## src/rtl/exu_pkg.sv

```systemverilog
// Shared definitions for the execute sequencer: op classes, ALU control codes, FSM states.
package exu_pkg;

    localparam logic [2:0] OPC_OP     = 3'd0;
    localparam logic [2:0] OPC_OPIMM  = 3'd1;
    localparam logic [2:0] OPC_BRANCH = 3'd2;
    localparam logic [2:0] OPC_JAL    = 3'd3;
    localparam logic [2:0] OPC_JALR   = 3'd4;
    localparam logic [2:0] OPC_LUI    = 3'd5;
    localparam logic [2:0] OPC_AUIPC  = 3'd6;

    localparam logic [3:0] ALU_ADD  = 4'b0000;
    localparam logic [3:0] ALU_SUB  = 4'b1000;
    localparam logic [3:0] ALU_SLL  = 4'b0001;
    localparam logic [3:0] ALU_SLT  = 4'b0010;
    localparam logic [3:0] ALU_SLTU = 4'b1010;
    localparam logic [3:0] ALU_XOR  = 4'b0100;
    localparam logic [3:0] ALU_SRL  = 4'b0101;
    localparam logic [3:0] ALU_SRA  = 4'b1101;
    localparam logic [3:0] ALU_OR   = 4'b0110;
    localparam logic [3:0] ALU_AND  = 4'b0111;
    localparam logic [3:0] ALU_LUI  = 4'b0011;

    typedef enum logic [1:0] {
        ST_IDLE = 2'd0,
        ST_EX1  = 2'd1,
        ST_EX2  = 2'd2,
        ST_RESP = 2'd3
    } exu_state_e;

    // Branch outcome from the first-pass ALU flags.
    function automatic logic branch_taken(input logic [2:0] funct3, input logic zero,
                                          input logic less);
        case (funct3)
            3'b000:         return zero;
            3'b001:         return !zero;
            3'b100, 3'b110: return less;
            3'b101, 3'b111: return !less;
            default:        return 1'b0;
        endcase
    endfunction

endpackage

```

## src/rtl/exu_alu_ctr_dec.sv

```systemverilog
// Combinational decode of (op class, funct3, bit 30) into the ALU control code and an illegal flag.
module exu_alu_ctr_dec
    import exu_pkg::*;
(
    input  logic [2:0] opc,
    input  logic [2:0] funct3,
    input  logic       f7b5,
    output logic [3:0] alu_ctr,
    output logic       illegal
);

    always_comb begin
        alu_ctr = ALU_ADD;
        illegal = 1'b0;
        case (opc)
            OPC_OP, OPC_OPIMM: begin
                case (funct3)
                    3'b000:  alu_ctr = (f7b5 && opc == OPC_OP) ? ALU_SUB : ALU_ADD;
                    3'b001:  alu_ctr = ALU_SLL;
                    3'b010:  alu_ctr = ALU_SLT;
                    3'b011:  alu_ctr = ALU_SLTU;
                    3'b100:  alu_ctr = ALU_XOR;
                    3'b101:  alu_ctr = f7b5 ? ALU_SRA : ALU_SRL;
                    3'b110:  alu_ctr = ALU_OR;
                    default: alu_ctr = ALU_AND;
                endcase
                // Bit 30 is only meaningful for sub (register form) and sra.
                illegal = f7b5 && !(funct3 == 3'b101 || (funct3 == 3'b000 && opc == OPC_OP));
            end
            OPC_BRANCH: begin
                case (funct3)
                    3'b000, 3'b001: alu_ctr = ALU_SUB;
                    3'b100, 3'b101: alu_ctr = ALU_SLT;
                    3'b110, 3'b111: alu_ctr = ALU_SLTU;
                    default:        illegal = 1'b1;
                endcase
            end
            OPC_LUI:                       alu_ctr = ALU_LUI;
            OPC_JAL, OPC_JALR, OPC_AUIPC:  alu_ctr = ALU_ADD;
            default:                       illegal = 1'b1;
        endcase
    end

endmodule

```

## src/rtl/exu_seq.sv

```systemverilog
// Multi-cycle execute sequencer driving an external ALU for one or two passes per instruction.
// Optional performance counters are built when EXU_PERF_CNT_EN is defined.
module exu_seq
    import exu_pkg::*;
#(
    parameter int XLEN = 32
) (
    input  logic            clk,
    input  logic            rst_n,
    input  logic            in_valid,
    output logic            in_ready,
    input  logic [XLEN-1:0] in_pc,
    input  logic [XLEN-1:0] in_rs1,
    input  logic [XLEN-1:0] in_rs2,
    input  logic [XLEN-1:0] in_imm,
    input  logic [2:0]      in_opc,
    input  logic [2:0]      in_funct3,
    input  logic            in_f7b5,
    output logic [XLEN-1:0] alu_a,
    output logic [XLEN-1:0] alu_b,
    output logic [3:0]      alu_ctr,
    input  logic [XLEN-1:0] alu_out,
    input  logic            alu_zero,
    input  logic            alu_less,
    output logic            out_valid,
    input  logic            out_ready,
    output logic [XLEN-1:0] out_rd_val,
    output logic            out_wen,
    output logic [XLEN-1:0] out_next_pc,
    output logic            out_taken,
    output logic            out_illegal,
    output logic [31:0]     perf_retired,
    output logic [31:0]     perf_taken
);

    exu_state_e      state_reg, state_next;
    logic [XLEN-1:0] pc_reg, rs1_reg, rs2_reg, imm_reg;
    logic [2:0]      opc_reg, funct3_reg;
    logic            f7b5_reg;
    logic [XLEN-1:0] rd_val_reg, next_pc_reg;
    logic            wen_reg, taken_reg, illegal_reg, out_valid_reg;
    logic [3:0]      dec_ctr;
    logic            dec_illegal;
    logic            take_now;
    logic [XLEN-1:0] pc_plus4;

    exu_alu_ctr_dec u_dec (
        .opc     (opc_reg),
        .funct3  (funct3_reg),
        .f7b5    (f7b5_reg),
        .alu_ctr (dec_ctr),
        .illegal (dec_illegal)
    );

    assign pc_plus4 = pc_reg + XLEN'(4);
    assign take_now = (opc_reg == OPC_BRANCH) ? branch_taken(funct3_reg, alu_zero, alu_less)
                                              : (opc_reg == OPC_JAL || opc_reg == OPC_JALR);

    // ALU drive kept apart from next-state logic so the flags feedback never forms a block-level loop.
    always_comb begin
        alu_a   = '0;
        alu_b   = '0;
        alu_ctr = '0;
        if (state_reg == ST_EX1 && !dec_illegal) begin
            alu_ctr = dec_ctr;
            case (opc_reg)
                OPC_OP, OPC_BRANCH: begin alu_a = rs1_reg; alu_b = rs2_reg; end
                OPC_OPIMM:          begin alu_a = rs1_reg; alu_b = imm_reg; end
                OPC_LUI:            alu_b = imm_reg;
                OPC_AUIPC:          begin alu_a = pc_reg;  alu_b = imm_reg; end
                default:            begin alu_a = pc_reg;  alu_b = XLEN'(4); end
            endcase
        end else if (state_reg == ST_EX2) begin
            alu_a   = (opc_reg == OPC_JALR) ? rs1_reg : pc_reg;
            alu_b   = imm_reg;
            alu_ctr = ALU_ADD;
        end
    end

    always_comb begin
        state_next = state_reg;
        unique case (state_reg)
            ST_IDLE: if (in_valid) state_next = ST_EX1;
            ST_EX1:  state_next = (!dec_illegal && take_now) ? ST_EX2 : ST_RESP;
            ST_EX2:  state_next = ST_RESP;
            ST_RESP: if (out_valid_reg && out_ready) state_next = ST_IDLE;
        endcase
    end

    always_ff @(posedge clk) begin
        if (!rst_n) begin
            state_reg     <= ST_IDLE;
            pc_reg        <= '0;
            rs1_reg       <= '0;
            rs2_reg       <= '0;
            imm_reg       <= '0;
            opc_reg       <= '0;
            funct3_reg    <= '0;
            f7b5_reg      <= 1'b0;
            rd_val_reg    <= '0;
            next_pc_reg   <= '0;
            wen_reg       <= 1'b0;
            taken_reg     <= 1'b0;
            illegal_reg   <= 1'b0;
            out_valid_reg <= 1'b0;
        end else begin
            state_reg <= state_next;
            case (state_reg)
                ST_IDLE: if (in_valid) begin
                    pc_reg     <= in_pc;
                    rs1_reg    <= in_rs1;
                    rs2_reg    <= in_rs2;
                    imm_reg    <= in_imm;
                    opc_reg    <= in_opc;
                    funct3_reg <= in_funct3;
                    f7b5_reg   <= in_f7b5;
                end
                ST_EX1: begin
                    illegal_reg <= dec_illegal;
                    wen_reg     <= !dec_illegal && opc_reg != OPC_BRANCH;
                    rd_val_reg  <= (dec_illegal || opc_reg == OPC_BRANCH) ? '0 : alu_out;
                    taken_reg   <= !dec_illegal && take_now;
                    next_pc_reg <= pc_plus4;
                end
                ST_EX2: begin
                    next_pc_reg <= (opc_reg == OPC_JALR) ? {alu_out[XLEN-1:1], 1'b0} : alu_out;
                end
                ST_RESP: begin
                    // Results are presented one cycle after entering RESP.
                    if (!out_valid_reg)
                        out_valid_reg <= 1'b1;
                    else if (out_ready)
                        out_valid_reg <= 1'b0;
                end
            endcase
        end
    end

    assign in_ready    = (state_reg == ST_IDLE);
    assign out_valid   = out_valid_reg;
    assign out_rd_val  = rd_val_reg;
    assign out_wen     = wen_reg;
    assign out_next_pc = next_pc_reg;
    assign out_taken   = taken_reg;
    assign out_illegal = illegal_reg;

`ifdef EXU_PERF_CNT_EN
    logic [1:0] perf_inc;
    assign perf_inc = {out_valid_reg && out_ready && taken_reg, out_valid_reg && out_ready};

    genvar gi;
    generate
        for (gi = 0; gi < 2; gi++) begin : g_perf
            logic [31:0] cnt_reg;
            always_ff @(posedge clk) begin
                if (!rst_n)
                    cnt_reg <= '0;
                else if (perf_inc[gi])
                    cnt_reg <= cnt_reg + 32'd1;
            end
        end
    endgenerate

    assign perf_retired = g_perf[0].cnt_reg;
    assign perf_taken   = g_perf[1].cnt_reg;
`else
    assign perf_retired = '0;
    assign perf_taken   = '0;
`endif

endmodule

```

## config.mk

```make
export PLATFORM = sky130hd
export DESIGN_NAME = exu_seq
export DESIGN_NICKNAME = d
export VERILOG_FILES = /design/src/rtl/exu_pkg.sv /design/src/rtl/exu_alu_ctr_dec.sv /design/src/rtl/exu_seq.sv
export SDC_FILE = /design/constraint.sdc
export NUM_CORES = 1
export LEC_CHECK = 0
export BUFFER_PORTS_ARGS = -buffer_cell sky130_fd_sc_hd__buf_4
export CAP_MARGIN = 30
export CORE_AREA = 2 2 143 145
export DETAILED_ROUTE_END_ITERATION = 7
export DIE_AREA = 0 0 145 147
export PLACE_DENSITY_LB_ADDON = 0.12
export SLEW_MARGIN = 20
export SYNTH_ARGS = -nofsm -noshare
export SYNTH_HDL_FRONTEND = slang
export SYNTH_SLANG_ARGS = --single-unit
```

## constraint.sdc

```tcl
create_clock -name clk -period 2.45 [get_ports clk]
set_input_delay 0.245 -clock clk [delete_from_list [all_inputs] [get_ports clk]]
set_output_delay 0.245 -clock clk [all_outputs]
set_load 0.05 [all_outputs]
```

# Word level (Yosys, flattened, before mapping)
# Cells that the tools add are included.
# classes
add_sub_neg	1
multipliers	0
n_div	0
n_lt_le_gt_ge	0
n_eq_ne	19
shift	0
mux	26
n_bitwise	0
n_reduce_logical	31
# ops
operator	n
2-to-1 mux 32 bit	6
one-hot mux 32 bit (2 select lines)	3
adder 32 x 3 -> 32 bit, second input constant	1
one-hot mux 4 bit (7 select lines)	1
one-hot mux 4 bit (3 select lines)	2
equality test 3 bit, second input constant	7
OR reduction 2 bit	7
equality test 3 x 2 -> 1 bit, second input constant	4
2-to-1 mux 4 bit	3
one-hot mux 2 bit (4 select lines)	1
logical AND 1 bit	7
equality test 3 x 1 -> 1 bit, second input constant	2
logical NOT 3 bit	2
2-to-1 mux 1 bit	6
OR reduction 3 bit	2
OR reduction 6 bit	1
equality test 2 bit, second input constant	2
logical NOT 1 bit	4
2-to-1 mux 2 bit	2
!= test 2 bit, second input constant	2
one-hot mux 1 bit (4 select lines)	1
AND reduction 2 bit	2
OR reduction 4 bit	1
logical OR 1 bit	3
5 further kinds	5
# totals
regBits	205
latchBits	0
ramBits	0
romBits	0
input_bits	173
out_inout_bits	201
elab_cells	91
memories	0

# Depth between registers and ports, before layout
# Gate-level depths: netlist of the first run.
# logic_depth
ltp_word	10
depth_mapped	8
mapped_depth_nobuf	7

# By module
# From an unflattened synthesis of the first run, not the netlist that was laid out.
# hier_totals
hier_cells	1163
hier_area_um2	9265.1
# modules_own_cells
module	instances	cells_per_inst	area_per_inst_um2	seq_area_each_um2
exu_seq	1	1137	9115.0	4103.9
exu_alu_ctr_dec	1	26	150.1	0.0

# Worst setup path before layout of the first run
# No wires, ideal clock.
# synth_timing
path_kind	register to output
start	register funct3_reg[0]
end	output port alu_ctr[2]
arrival_time_ps	3120
required_time_ps	2205
path_slack_ps	-915
stages_incl_launch_ff	8
path_buffers	3
path_cell_list	dfxtp_1 buf_6 or4_1 nand4_1 nand4_1 buf_6 clkbuf_1 nor4b_1
# synth_via
elab_chain_cells	9
word_cells_on_any_way	20
cone_classes	eq/ne (7); mux (5); reduce/logical (8)
# synth_lines
element	line_no	source
start, declared	exu_seq.sv:38	logic [2:0] opc_reg, funct3_reg;
start signal, assigned	exu_seq.sv:115	funct3_reg <= in_funct3;
branches (longest 8 deep; another with OR reduction 6 bit)	--	
2-to-1 mux 4 bit *	exu_seq.sv:64	if (state_reg == ST_EX1 && !dec_illegal) begin
end, declared	exu_seq.sv:21	output logic [3:0] alu_ctr,
# Mark *: on every way between the ends.

# Worst setup path after layout of the first run
# layout_timing
start	register funct3_reg[2]
end	output port alu_b[23]
# layout_via
elab_chain_cells	9
word_cells_on_any_way	16
cone_classes	eq/ne (5); mux (3); reduce/logical (8)
# layout_lines
element	line_no	source
branches (longest 5 deep; another with OR reduction 6 bit)	--	
one-hot mux 1 bit (3 select lines) *	exu_alu_ctr_dec.sv:15	case (opc)
logical NOT 1 bit *	exu_seq.sv:64	
logical AND 1 bit *	exu_seq.sv:64	
2-to-1 mux 32 bit *	exu_seq.sv:64	
end, declared	exu_seq.sv:20	output logic [XLEN-1:0] alu_b,
# Marks and branches as above.

==> flow_results.org, run 1 <==
** Status
- The run finished, with violations left.
- The final reports fail on setup timing.

** Die
- Row Count :: 52
- Die Footprint :: 0.0213 mm²
- Measured along the y axis, the die boundary spans 147 µm.
- After floorplanning, the core was sized to cover 0.0198 mm².
- During I/O placement, the number of pins put on the boundary was 374.
- Starting density of the core :: 0.493
- Die outline width :: 145 µm

** Synthesis
- For this run, the register share of the synthesized area comes to 0.419.
- The mapped netlist covers 0.00978 mm².
- Main combinational cell family by area after synthesis :: compound AO/OA/AOI/OAI gates
- Of the total synthesized cell area, the portion taken by AND, OR, NAND and NOR gates is 0.179.
- Mux share of post-synthesis cell area :: 0.0445
- The share of synthesized area in the top cell type comes to 0.419.
- The post-synthesis compound-gate area fraction was 0.226.
- Of all cell types, the one taking the most synthesized area is sky130_fd_sc_hd__dfxtp_1.
- In this run, distinct cell masters in the synthesized netlist total 52.
- Each instance of the synthesized netlist takes up on average 8.05 µm².
- Most used DFF post-synth :: sky130_fd_sc_hd__dfxtp_1
- In this run, synthesis produced a sequential element count of 205.
- Commonest cells post-synth :: sky130_fd_sc_hd__nand2_1 (303), sky130_fd_sc_hd__dfxtp_1 (205), sky130_fd_sc_hd__a21oi_1 (149), sky130_fd_sc_hd__a22o_1 (75), sky130_fd_sc_hd__clkbuf_1 (75)
- Of the total synthesized cell area, the portion taken by XOR and XNOR cells is 0.0260.
- Post-synth EDFFs :: 0
- Counting flops with an async set or reset pin after synthesis yields a share of 0.
- Warnings from Yosys :: 0
- Top cells by area in the synthesized netlist :: sky130_fd_sc_hd__dfxtp_1 (42%), sky130_fd_sc_hd__nand2_1 (12%), sky130_fd_sc_hd__a21oi_1 (7.6%), sky130_fd_sc_hd__a22o_1 (6.7%), sky130_fd_sc_hd__buf_4 (4.9%)
- Synthesis handed over a netlist of 1,216 instances.
- Among all cell types in the netlist, the one instantiated most often is sky130_fd_sc_hd__nand2_1.
- Adder-cell share of the synthesized area :: 0.00639

** Power
- Proportion of power drawn by combinational gates :: 0.505
- Net switching fraction of the power :: 0.442
- Summed over all nets, the switching power comes to 7.21 mW.
- Pwr/cell area :: 1070 mW/mm²
- Overall power consumption after layout is estimated at 16.3 mW.
- Power Internal :: 9.12 mW
- The share of total power dissipated in sequential elements is 0.286.
- The worst-case IR drop observed on VDD is 567 µV.
- Static leakage :: 6.47 nW
- Clock power share :: 0.209

** Worst hold path
- Hold crit path type :: input pin to register
- The worst hold path begins at in_pc[1].

** Timing
- Transition time at the pin with the least slew margin :: 567 ps
- Total count of max-transition violations in the final report :: 0
- In the final timing run, aggregate negative setup slack is -19,390 ps.
- Number of hold violations in the final report :: 0
- Setup violations remaining at the end of the flow were counted as 67.
- Highest achievable clock rate :: 354 MHz
- Part of the cycle the worst path needs :: 1.15
- Measured against its own limit, the worst slew margin works out to 0.621.
- Between clock sinks in the finished design, the worst skew comes to 9.67 ps.
- Setup repair after global routing could not meet its margin everywhere.
- Across all hold checks on the routed design, the worst slack comes to 10.9 ps.
- Final setup margin :: -371 ps
- Time the final worst path needs with I/O delays and setup :: 2820 ps

** Routing
- After the first detailed-routing iteration, the DRC count stood at 676.
- The routed design has 36.1 mm of wire.
- After detailed routing, the average wire length per cell comes to 18.6 µm.
- For this block, the via count after detailed routing is 10,640.
- Using the TritonRoute via totals, the vias-per-cell ratio works out to 5.47.
- Antenna Violating Nets Remaining :: 0
- Number of remaining DRC errors :: 0
- The pre-antenna-repair detailed-routing pass consisted of 5 iterations.

** Critical path
- Launching element of the worst setup path :: funct3_reg[2]
- The slowest stage of the critical path belongs to the cell sky130_fd_sc_hd__or4_1.
- Sum of buffers and inverters on the critical path :: 2
- Startpoint types :: register
- Nature of the critical path endpoint :: output pin
- Stage delay of the slowest cell on the critical path :: 520 ps
- Cell family contributing the most delay on the critical path :: simple AND/OR/NAND/NOR gates
- Critical path cell sequence :: or4_1 > nand4_1 > nand4_1 > buf_6 > mux2_4 > a22o_4 > buf_6
- Of all nets on the critical path, the largest fanout is 8.
- Reg-to-Reg Start :: funct3_reg[2]
- WS Path Type :: register to output pin
- Data on the critical path arrives at its endpoint at 2580 ps.
- Critical Path RT :: 2200 ps

** Placed design
- Placed wire-length estimate after detailed placement :: 21.5 mm
- In this run the tool buffered the top-level ports with 309 buffer cells.
- Routability-driven placement finished with a final weighted congestion of 0.842.
- Before CTS, the worst setup slack after placement is 61.0 ps.

** Run
- Max-cap violations in this run came to 0.

** Global route
- The number of global-route vias before repair came to 10,109.
- Aggregate global-route resource usage :: 0.308
- Initial antenna violation count :: 2
- GRT Residual Overflow :: 0
- Entering global routing, the biggest net connects 92 pins.
- Global-route wire length before repair :: 54.0 mm

** Cells and area
- Count of filler cells inserted in the layout :: 1,368
- Fraction of final layout cells with drive strength greater than 1 :: 0.287
- For this run, the share of the core covered by cells in the final layout is 0.769.
- After the last flow step, the layout net total stands at 1,835.
- Synthesis-to-finish area growth :: 56.0%

** CTS
- TritonCTS built the clock tree.
- The later pin in the worst-skew pair is clocked with a latency of 500 ps.
- In this run the number of H-tree levels came out at 1.
- Clk sink count :: 205
- Clock-pin slew of the registers on the worst-case setup and hold paths :: 60 ps
- The root buffer cell chosen for the clock tree is sky130_fd_sc_hd__clkbuf_16.
- Counting the buffers created by CTS gives 23.
- The clock passes through at most 3 buffers.
[power groups by stage]
stage	Clock (mW)	Combinational, mW	Sequential [mW]
after floorplan	0	4.00	5.53
after global placement	0	6.86	4.69
after detailed placement	0	6.95	4.69
after CTS	3.45	7.61	4.63
after global routing	3.57	8.71	4.75
final	3.41	8.25	4.68
[routing by layer]
metal / wire (µm) / GRT usage
met5: 0 / 0
met4: 1350 / 0.113
met3: 2860 / 0.0568
met2: 17500 / 0.526
met1: 14400 / 0.391
[final cells by class]
type / count / area (µm²) / share of cell area
Clock inverter: 5 / 50.0 / 0.00328
Timing Repair Buffer: 515 / 4780 / 0.313
Tap cell: 270 / 338 / 0.0221
Antenna cell: 2 / 5.00 / 0.000328
Clock buffer: 35 / 691 / 0.0452
Inverter: 10 / 40.0 / 0.00262
Multi-Input combinational cell: 902 / 5260 / 0.344
Sequential cell: 205 / 4100 / 0.269
[metrics by stage]
| step | cell area [µm²] | cells |
|---|---|---|
| final | 15300 | 1944 |
| after global routing | 15300 | 1944 |
| after CTS | 14800 | 1935 |
| after detailed placement | 12300 | 1735 |
| after global placement | 12300 | 1735 |
| after floorplan | 10000 | 1279 |
[kinds of logic (layout without fill, tap and decap cells)]
| logic type | count (synthesis) | in the layout |
|---|---|---|
| and+or+nand+nor | 418 | 418 |
| AOI/OAI and AO/OA | 344 | 344 |
| DFF | 205 | 205 |
| buffers and inverters | 175 | 565 |
| muxes | 39 | 42 |
| xor gates and xnor gates | 29 | 29 |
| adders and majority gates | 5 | 5 |
| other | 1 | 66 |
[layout by cell type, fill, tap and decap left out, types with 5 or more instances in the layout]
master,n
sky130_fd_sc_hd__buf_12,14
sky130_fd_sc_hd__nor2_1,22
sky130_fd_sc_hd__inv_1,9
sky130_fd_sc_hd__a211oi_1,5
sky130_fd_sc_hd__nor2b_1,5
sky130_fd_sc_hd__o221ai_1,6
sky130_fd_sc_hd__clkbuf_16,26
sky130_fd_sc_hd__dfxtp_1,205
sky130_fd_sc_hd__and3_1,6
sky130_fd_sc_hd__clkbuf_8,7
sky130_fd_sc_hd__conb_1,64
sky130_fd_sc_hd__xnor2_1,6
sky130_fd_sc_hd__nand3_1,38
sky130_fd_sc_hd__nand4_1,13
sky130_fd_sc_hd__buf_4,279
sky130_fd_sc_hd__o21ai_1,12
sky130_fd_sc_hd__mux2_2,32
sky130_fd_sc_hd__mux2i_1,6
sky130_fd_sc_hd__o21ai_2,20
sky130_fd_sc_hd__o21ai_0,17
sky130_fd_sc_hd__nand2_1,302
sky130_fd_sc_hd__clkbuf_1,5
sky130_fd_sc_hd__xor2_1,23
sky130_fd_sc_hd__dlygate4sd3_1,152
sky130_fd_sc_hd__a22o_1,73
sky130_fd_sc_hd__a21oi_1,148
sky130_fd_sc_hd__a22oi_1,34
sky130_fd_sc_hd__buf_6,62
[tightest hold or removal path: stages]
cell and delay (ps):
sky130_fd_sc_hd__buf_4 110, sky130_fd_sc_hd__nand2_1 60, sky130_fd_sc_hd__a21oi_1 50
[timing repair]
| item | 4_1_cts | 5_1_grt |
|---|---|---|
| endpoints found under the hold margin | 154 | 0 |
| gates cloned | 5 | 5 |
| pin swaps | 9 | 17 |
| endpoints found under the setup margin | 68 | 68 |
| hold buffers | 152 | 0 |
| setup buffers | 3 | 2 |
| gates resized for setup | 55 | 73 |
[final timing paths]
kind | end | slack [ps] | cells past startpoint
min reg2reg | imm_reg[28] | 460 | 2
max | alu_b[23] | -370 | 7
min | pc_reg[1] | 10 | 3
max reg2reg | out_rd_val[15] | 170 | 8
No activity file was read; power rests on OpenSTA's default activity.
==> run 2, diff against run 1 <==
--- a/config.mk
+++ b/config.mk
@@ -11,4 +11,5 @@
 export DETAILED_ROUTE_END_ITERATION = 7
 export DIE_AREA = 0 0 145 147
+export GPL_ROUTABILITY_DRIVEN = 0
 export PLACE_DENSITY_LB_ADDON = 0.12
 export SLEW_MARGIN = 20
==> constraint.sdc (replaced) <==
create_clock -name clk -period 2.45 [get_ports clk]
set_input_delay 0.49 -clock clk [delete_from_list [all_inputs] [get_ports clk]]
set_output_delay 0.49 -clock clk [all_outputs]
set_load 0.05 [all_outputs]
==> run 2 against run 1 <==
Compared with the run above: global-route usage shrank 0.95 points; register-to-register slack got worse by 290 ps; clock power about the same; non-clock buffer count decreased by 132; flip-flop and latch count unchanged; count of clock-buffer cells in the layout is 2 lower; utilization is 0.64 points lower; the run still ends with setup timing left; routed wire length decreased by 1.8%; first-iteration DRC count shrank 0.89%; cell area down 0.83%; via count is 5.5% lower; highest routed layer unchanged.
==> flow_results.org, run 2 (same netlist as run 1, synthesis figures left out) <==
** Critical path
- The setup path with the least slack is of type register to output pin.
- Launching element of the worst setup path :: funct3_reg[2]
- Critical path cell sequence :: or4_1 > nand4_1 > nand4_1 > buf_6 > mux2_4 > a22o_4 > buf_8
- Among cell families on the critical path, the largest total delay comes from simple AND/OR/NAND/NOR gates.
- Cell seen most often among critical-path stages :: sky130_fd_sc_hd__nand4_1
- In this run the critical register-to-register path is launched from funct3_reg[2].
- The stage delay of the slowest cell on the critical path is 520 ps (about the same).
- Nature of the critical path endpoint :: output pin
- The slowest stage of the critical path belongs to the cell sky130_fd_sc_hd__or4_1.
- The critical path buffer and inverter count came to 2 (unchanged).
- The data required time of the critical path was 1960 ps (-240 ps).
- STA classifies the critical path startpoint as a register.
- Worst EP arrival :: 2600 ps (+20 ps)
- Maximum fanout along the worst path :: 8 (unchanged)

** Routing
- Post-detailed-route via-to-cell ratio :: 5.55 (+1.4%)
- The iteration count of the initial detailed-routing pass came to 7 (+2).
- Number of remaining DRC errors :: 0 (unchanged)
- Via count :: 10,054 (-5.5%)
- The wire length per cell after detailed routing was 19.6 µm (+5.5%).
- Antenna Violating Nets Remaining :: 0 (unchanged)
- The violation count after the first detailed-routing iteration is 670 (-0.89%).
- Total wirelength of the detailed-routed design :: 35.5 mm (-1.8%)

** Timing
- The final clock skew was 9.60 ps (-0.0678 ps).
- Total count of max-transition violations in the final report :: 0 (unchanged)
- The part of the cycle the worst path needs came to 1.26 (+0.111).
- The slew at the pin closest to its max-slew limit was 543 ps (-23.2 ps).
- The relative slew slack is 0.636 (+0.0155).
- Final setup margin :: -644 ps (-273 ps)
- Setup repair after global routing missed its margin :: yes
- Setup TNS :: -41,450 ps (-22,050 ps)
- The number of failing hold endpoints at the final stage was 0 (unchanged).
- The count of final setup violators came to 92 (+37%).
- Fin Hold WS :: 187 ps (+176 ps)
- The fmax is 323 MHz (-8.8%).
- The time the final worst path needs with I/O delays and setup is 3090 ps (+273 ps).

** CTS
- Number of H-tree branching levels :: 1 (unchanged)
- Clock-pin slew of the registers on the worst-case setup and hold paths :: 60 ps (about the same)
- The clock buffer count from CTS is 23 (unchanged).
- Total of hold buffers inserted after clock tree synthesis :: 0 (-100%)
- Clk sink count :: 205 (unchanged)
- CTS Root Buffer Type :: sky130_fd_sc_hd__clkbuf_16
- The maximum buffer depth of the clock tree came to 3 (unchanged).
- The clock insertion delay at the later pin of the skew report is 500 ps (about the same).
- TritonCTS built the clock tree.

** Die
- Starting density of the core :: 0.493 (unchanged)
- Row Count :: 52 (unchanged)
- Die H :: 147 µm (unchanged)
- The horizontal extent of the die is 145 µm (unchanged).
- Boundary pin count :: 374 (unchanged)
- Area of the core region :: 0.0198 mm² (unchanged)
- The overall die area is 0.0213 mm² (unchanged).

** Global route
- The wire length of the first global-routing pass is 52.1 mm (-3.6%).
- The global-route total usage across every layer was 0.299 (-0.00945).
- Met2 GRT Util :: 0.487 (-0.0383)
- met2 is the most crowded layer.
- The number of global-route vias before repair came to 9,520 (-5.8%).
- Pin count of the biggest net entering global routing :: 87 (-5.4%)
- The routing usage on met3 came to 0.0767 (+0.0199).
- Met1 Usage GRT :: 0.369 (-0.0224)
- Initial antenna violation count :: 3 (+1)
- GRT Residual Overflow :: 0 (unchanged)

** Cells and area
- The net count of the finished layout is 1,703 (-7.2%).
- The post-layout utilization of the core is 0.763 (-0.00637).
- The top cell types in the final layout, fill and taps aside, are sky130_fd_sc_hd__nand2_1 (302), sky130_fd_sc_hd__buf_4 (272), sky130_fd_sc_hd__dfxtp_1 (204).
- Compared with the post-synthesis result, the final layout area differs by 54.7%.
- The fraction of final layout cells sized beyond drive strength 1 is 0.365 (+0.0777).
- The library cell used most frequently in the layout, excluding fill and tap cells, is sky130_fd_sc_hd__nand2_1.

** Power
- The ratio of total power to cell area is 1170 mW/mm² (+9.2%).
- Total power :: 17.7 mW (+8.3%)
- The largest vdd supply drop came to 790 µV (+39%).
- Static leakage :: 6.33 nW (-2.2%)

** Placed design
- The minimum setup slack after placement is -135 ps (-196 ps).
- Number of buffers added on ports :: 309 (unchanged)
- Placed wire-length estimate after detailed placement :: 21.6 mm (+0.83%)

** Run
- The number of max-cap violations is 0 (unchanged).

** Worst hold path
- In this run the worst hold path is classified as input pin to register.
- Hold_sp :: out_ready

** Status
- The run finished, with violations left.
- Violated checks :: setup timing
run 2: cell types whose count changed in the layout (fill, tap and decap cells not counted), moves of 7 or more:
cell	change
sky130_fd_sc_hd__dlygate4sd3_1	-152
sky130_fd_sc_hd__buf_8	+34
sky130_fd_sc_hd__a22o_1	-28
sky130_fd_sc_hd__a22o_4	+28
sky130_fd_sc_hd__nand3_1	-26
sky130_fd_sc_hd__o21ai_4	+26
sky130_fd_sc_hd__nand3_4	+22
sky130_fd_sc_hd__buf_6	-21
sky130_fd_sc_hd__o21ai_2	-18
sky130_fd_sc_hd__buf_16	+7
sky130_fd_sc_hd__buf_4	-7
sky130_fd_sc_hd__o21ai_1	-7
run 2: layout make-up:
class                      instances  area [µm²]
multi-input combinational        902        6070
fill                            1388        4710
sequential                       205        4110
timing repair buffer             383        3840
clock buffer                      33         663
tap                              270         338
clock inverter                     5        78.8
inverter                          10        40.0
antenna                            3        7.51
run 2: path summary, 6_finish.rpt:
kind / endpoint / slack, ps / depth (start not counted)
worst min-delay path: out_valid / 190 / 2
worst min register to register: f7b5_reg / 450 / 2
worst max-delay path: alu_b[14] / -640 / 7
worst max register to register: out_rd_val[9] / -120 / 11
run 2: routing by layer:
layer,vias to the layer above,wire [µm]
met5,-,0
met4,0,1780
met3,118,3030
met2,467,17000
met1,4729,13700
li1,4740,-
run 2: through the flow:
step                      cells  area [µm²]
after floorplan            1279       10600
after global placement     1738       12900
after detailed placement   1738       12900
after CTS                  1794       14600
after global routing       1810       15100
final                      1811       15100
run 2: what timing repair did:
action	CTS	global route
pin swaps	29	31
resized for setup	156	46
setup endpoints to repair	68	100
cloned	10	10
setup buffers	8	8
run 2: power by group:
group	total (mW)	leakage, nW	switching, mW	internal [mW]
clock network	3.43	0.366	1.36	2.07
logic	9.53	4.29	5.82	3.71
registers	4.73	1.68	0.654	4.07
total	17.7	6.33	7.83	9.85
==> run 3, diff against run 2 <==
ABC_AREA = 1   (was unset)
CORE_AREA = unset   (was 2 2 143 145)
CORE_ASPECT_RATIO = 1.5   (was unset)
CORE_MARGIN = 1   (was unset)
CORE_UTILIZATION = 30   (was unset)
DIE_AREA = unset   (was 0 0 145 147)
==> run 3 against run 2 <==
Compared with the run above: sequential share of layout area shrank 0.63 points; final cell count increased by 36%; setup slack gained 410 ps; cell area up 3.0%; the run still ends with setup timing left; worst hold slack improved by 14 ps; global-route usage down 7.0 points.
==> flow_results.org, run 3 <==
** Critical path
- The critical path is of the register to output pin type.
- The worst reg-to-reg setup slack came to 450 ps (+570 ps).
- In this run the critical register-to-register path is captured at out_next_pc[31].
- The largest fanout on the critical path was 8 (unchanged).
- Sum of buffers and inverters on the critical path :: 4 (+2)
- Nature of the critical path endpoint :: output pin
- The worst setup path is launched from a register.
- Cell with the largest stage delay on the worst path :: sky130_fd_sc_hd__dfxtp_4
- Cell family contributing the most delay on the critical path :: buffers and inverters
- Critical path cell sequence :: buf_12 > nor2_4 > nand4_1 > nand3_4 > buf_8 > nand2_8 > clkbuf_16 > o21ai_2 > buf_6
- Critical Path RT :: 1960 ps (about the same)
- Worst reg-to-reg path cell count :: 9 (-2)
- Reg-to-Reg Start :: pc_reg[2]
- The critical path arrival came to 2190 ps (-410 ps).
- Stage delay of the slowest cell on the critical path :: 370 ps (-150 ps)

** CTS
- The clock transition at the register clock pins on the worst setup and hold paths after CTS was 60 ps (about the same).
- Clk sink count :: 205 (unchanged)
- The number of buffers added to fix hold violations after cts is 0 (unchanged).
- The clock insertion delay at the later pin of the skew report came to 540 ps (+40 ps).
- Clk buf depth :: 3 (unchanged)
- TritonCTS clock tree :: yes
- Number of CTS-inserted buffers :: 23 (unchanged)
- Number of H-tree branching levels :: 1 (unchanged)
- CTS Root Buffer Type :: sky130_fd_sc_hd__clkbuf_16

** Timing
- Slew Limit Headroom :: 0.576 (-0.0602)
- Setup clock skew after layout :: 23.8 ps (+14.2 ps)
- Time the final worst path needs with I/O delays and setup :: 2680 ps (-411 ps)
- The final worst slack was -233 ps (+411 ps).
- Setup repair after global routing missed its margin :: yes
- Part of the cycle the worst path needs :: 1.10 (-0.168)
- The number of failing hold endpoints at the final stage was 0 (unchanged).
- Total count of max-transition violations in the final report :: 0 (unchanged)
- Number of setup violations in the final report :: 68 (-26%)
- The post-route setup TNS came to -11,320 ps (+30,130 ps).
- Transition time at the pin with the least slew margin :: 629 ps (+85.7 ps)
- Highest achievable clock rate :: 373 MHz (+15%)

** Run
- The number of max-cap violations is 0 (unchanged).

** Global route
- Aggregate global-route resource usage :: 0.229 (-0.0695)
- GRT Residual Overflow :: 0 (unchanged)
- Global-route wire length before repair :: 64.1 mm (+23%)
- Vias in the first global route :: 11,243 (+18%)
- Pin count of the biggest net entering global routing :: 97 (+11%)
- Initial antenna violation count :: 5 (+2)

** Die
- The core area is 0.0352 mm² (+77%).
- The overall die area was 0.0366 mm² (+72%).
- The number of I/O pins is 374 (unchanged).
- The horizontal extent of the die came to 157 µm (+8.0%).
- Starting density of the core :: 0.305 (-0.188)
- Die H :: 234 µm (+59%)
- Row Count :: 84 (+62%)

** Routing
- Antenna Violating Nets Remaining :: 0 (unchanged)
- The detailed-route via count was 11,861 (+18%).
- Number of remaining DRC errors :: 0 (unchanged)
- Post-detailed-route via-to-cell ratio :: 4.83 (-13%)
- The violation count after the first detailed-routing iteration was 611 (-8.8%).
- Total wirelength of the detailed-routed design :: 43.2 mm (+22%)
- First-pass detailed-route iteration total :: 5 (-2)
- The wire length per cell after detailed routing was 17.6 µm (-10%).

** Cells and area
- Seq. cell area :: 0.00413 mm² (+0.55%)
- Layout Nets :: 2,147 (+26%)
- Area of all placed cells without fillers :: 0.0156 mm² (+3.0%)
- Relative to the synthesized area, the layout overhead comes to 45.0%.
- The fraction of final layout cells sized beyond drive strength 1 was 0.268 (-0.0965).
- The post-layout utilization of the core is 0.443 (-0.320).
- Most common cell after layout, fill and taps aside :: sky130_fd_sc_hd__nor2_1
- Most frequent cells in the layout :: sky130_fd_sc_hd__nor2_1 (374), sky130_fd_sc_hd__buf_4 (276), sky130_fd_sc_hd__o21ai_0 (214)
- Count of filler cells inserted in the layout :: 3,751 (+170%)
- The multi-input gate area in the final layout is 0.00607 mm² (unchanged).

** Synthesis
- Area share of the leading cell type in the synthesized netlist :: 0.382 (-0.0376)
- Most used DFF post-synth :: sky130_fd_sc_hd__dfxtp_1
- Sorting the synthesized cells by how often they occur yields sky130_fd_sc_hd__nor2_1 (379), sky130_fd_sc_hd__o21ai_0 (250), sky130_fd_sc_hd__nand2_1 (223), sky130_fd_sc_hd__dfxtp_1 (205), sky130_fd_sc_hd__inv_1 (123).
- Synthesized-area fraction occupied by ao, oa, aoi and oai cells :: 0.211 (-0.0144)
- The simple-gate area share of the yosys netlist came to 0.269 (+0.0901).
- Post-synth EDFFs :: 0 (unchanged)
- Top cells by area in the synthesized netlist :: sky130_fd_sc_hd__dfxtp_1 (38%), sky130_fd_sc_hd__nor2_1 (13%), sky130_fd_sc_hd__o21ai_0 (12%), sky130_fd_sc_hd__nand2_1 (7.8%), sky130_fd_sc_hd__nand3_1 (5.1%)
- Post-synthesis cell count :: 1,671 (+37%)
- By area, the combinational part of the netlist is dominated by simple AND/OR/NAND/NOR gates.
- Synthesized flop and latch total :: 205 (unchanged)
- Fraction of registers with async set or reset after synthesis :: 0 (unchanged)
- Fraction of the yosys area taken by sequential cells :: 0.382 (-0.0376)
- The synthesized-area fraction occupied by xor and xnor cells was 0.000815 (-0.0251).
- Mux share of post-synthesis cell area :: 0 (-0.0445)
- The synthesized design spends more area on one cell type than any other, namely sky130_fd_sc_hd__dfxtp_1.
- The arithmetic-cell share of the synthesized area counting full adders, half adders and majority gates is 0.00582 (-0.000574).
- Total standard cell area after synthesis :: 0.0107 mm² (+9.9%)
- Mapped Avg Cell Area :: 6.43 µm² (-20%)
- Most numerous cell in the Yosys netlist :: sky130_fd_sc_hd__nor2_1
- Number of different library cells in the post-synthesis netlist :: 28 (-46%)
- The synthesis warning total was 0 (unchanged).

** Worst hold path
- In this run the most critical hold path is launched from in_imm[1].
- Min-Delay Endpoint :: imm_reg[1]
- Count of cells along the worst hold path :: 3 (+1)
- The min-delay analysis places its worst path in the category input pin to register.

** Placed design
- Instance area after placement :: 0.0136 mm² (+5.8%)
- Pre-CTS worst setup slack :: 56.7 ps (+192 ps)
- The count of port buffers added during placement was 309 (unchanged).
- Placed wire-length estimate after detailed placement :: 30.9 mm (+43%)

** Power
- Static leakage :: 6.82 nW (+7.8%)
- Proportion of power drawn by combinational gates :: 0.564 (+0.025)
- The proportion of power drawn by the clock network came to 0.178 (-0.016).
- Switching pwr :: 9.47 mW (+21%)
- Pwr/cell area :: 1250 mW/mm² (+7.1%)
- Net switching fraction of the power :: 0.486 (+0.0430)
- Worst vdd rail ir drop :: 595 µV (-25%)
- The cell internal power dissipation was 10.0 mW (+1.7%).
- The proportion of power drawn by flip-flops and latches is 0.258 (-0.009).

** Status
- The final reports fail on setup timing.
- The flow ran to the end, but the final reports show violations.
run 3: cell types whose count changed in the layout (fill, tap and decap cells not counted), moves of 23 or more:
cell	delta
sky130_fd_sc_hd__a21oi_1	-44
sky130_fd_sc_hd__a22o_1	-45
sky130_fd_sc_hd__a22o_4	-30
sky130_fd_sc_hd__buf_6	+37
sky130_fd_sc_hd__buf_8	-31
sky130_fd_sc_hd__inv_1	+112
sky130_fd_sc_hd__mux2_2	-32
sky130_fd_sc_hd__nand2_1	-100
sky130_fd_sc_hd__nand3_1	+91
sky130_fd_sc_hd__nand3_4	-23
sky130_fd_sc_hd__nor2_1	+352
sky130_fd_sc_hd__o21ai_0	+198
sky130_fd_sc_hd__o21ai_2	+30
run 3: routing by layer:
metal | wire (µm) | share of wire | track usage | up-vias
met5 | 31 | 0.00072 | 0 | -
met4 | 1940 | 0.045 | 0.116 | 4
met3 | 2620 | 0.061 | 0.0407 | 99
met2 | 22100 | 0.51 | 0.412 | 444
met1 | 16400 | 0.38 | 0.257 | 5406
li1 | - | - | - | 5908
run 3: worst max-delay path by stage:
stage,start,end,slack [ps],cells past startpoint
global placement,opc_reg[2],alu_a[26],70,8
CTS,opc_reg[0],alu_ctr[2],-230,8
global route,opc_reg[0],alu_a[22],-300,7
floorplan,opc_reg[0],alu_b[21],-240,6
detailed placement,opc_reg[2],alu_a[26],60,8
finish,opc_reg[1],alu_a[15],-230,9
run 3: cells by family (layout without fill, tap and decap cells):
kind of cell	after synthesis	after routing
other cells	1	66
compound gates	434	434
simple gates	723	724
buf+inv	302	550
flops	205	205
xor+xnor	1	1
fa+ha+maj	5	5
run 3: through the flow:
| step | cells | total power, mW | hold WS (ps) |
|---|---|---|---|
| after CTS | 2449 | 19.2 | 175 |
| after global routing | 2458 | 20.7 | 205 |
| after detailed placement | 2389 | 14.6 | 457 |
| after global placement | 2388 | 14.6 | 453 |
| after floorplan | 1734 | 11.4 | 455 |
| final | 2458 | 19.5 | 201 |
run 3: area by class of cell:
cell class	count	share of cell area
multi-input combinational	1228	0.389
sequential	205	0.265
timing repair buffer	383	0.228
clock buffer	33	0.0432
tap	473	0.0380
inverter	128	0.0318
clock inverter	6	0.00417
antenna	2	0.000321
run 3: power groups by stage:
stage / Clock, mW / Combinational [mW] / Sequential (mW)
final: 3.48 / 11.0 / 5.02
after global routing: 3.69 / 11.8 / 5.14
after CTS: 3.57 / 10.6 / 5.00
after detailed placement: 0 / 9.58 / 5.03
after global placement: 0 / 9.55 / 5.01
after floorplan: 0 / 5.37 / 5.99
run 3: worst min-delay path: stages:
cell and delay, ps:
sky130_fd_sc_hd__buf_4 70, sky130_fd_sc_hd__o21ai_0 70, sky130_fd_sc_hd__nor2_1 70
run 3: timing repair:
action | in CTS | in global routing
resized for setup | 169 | 53
pin swaps | 12 | 10
endpoints found under the setup margin | 68 | 68
gates cloned | 6 | 7
setup buffers | 15 | 2
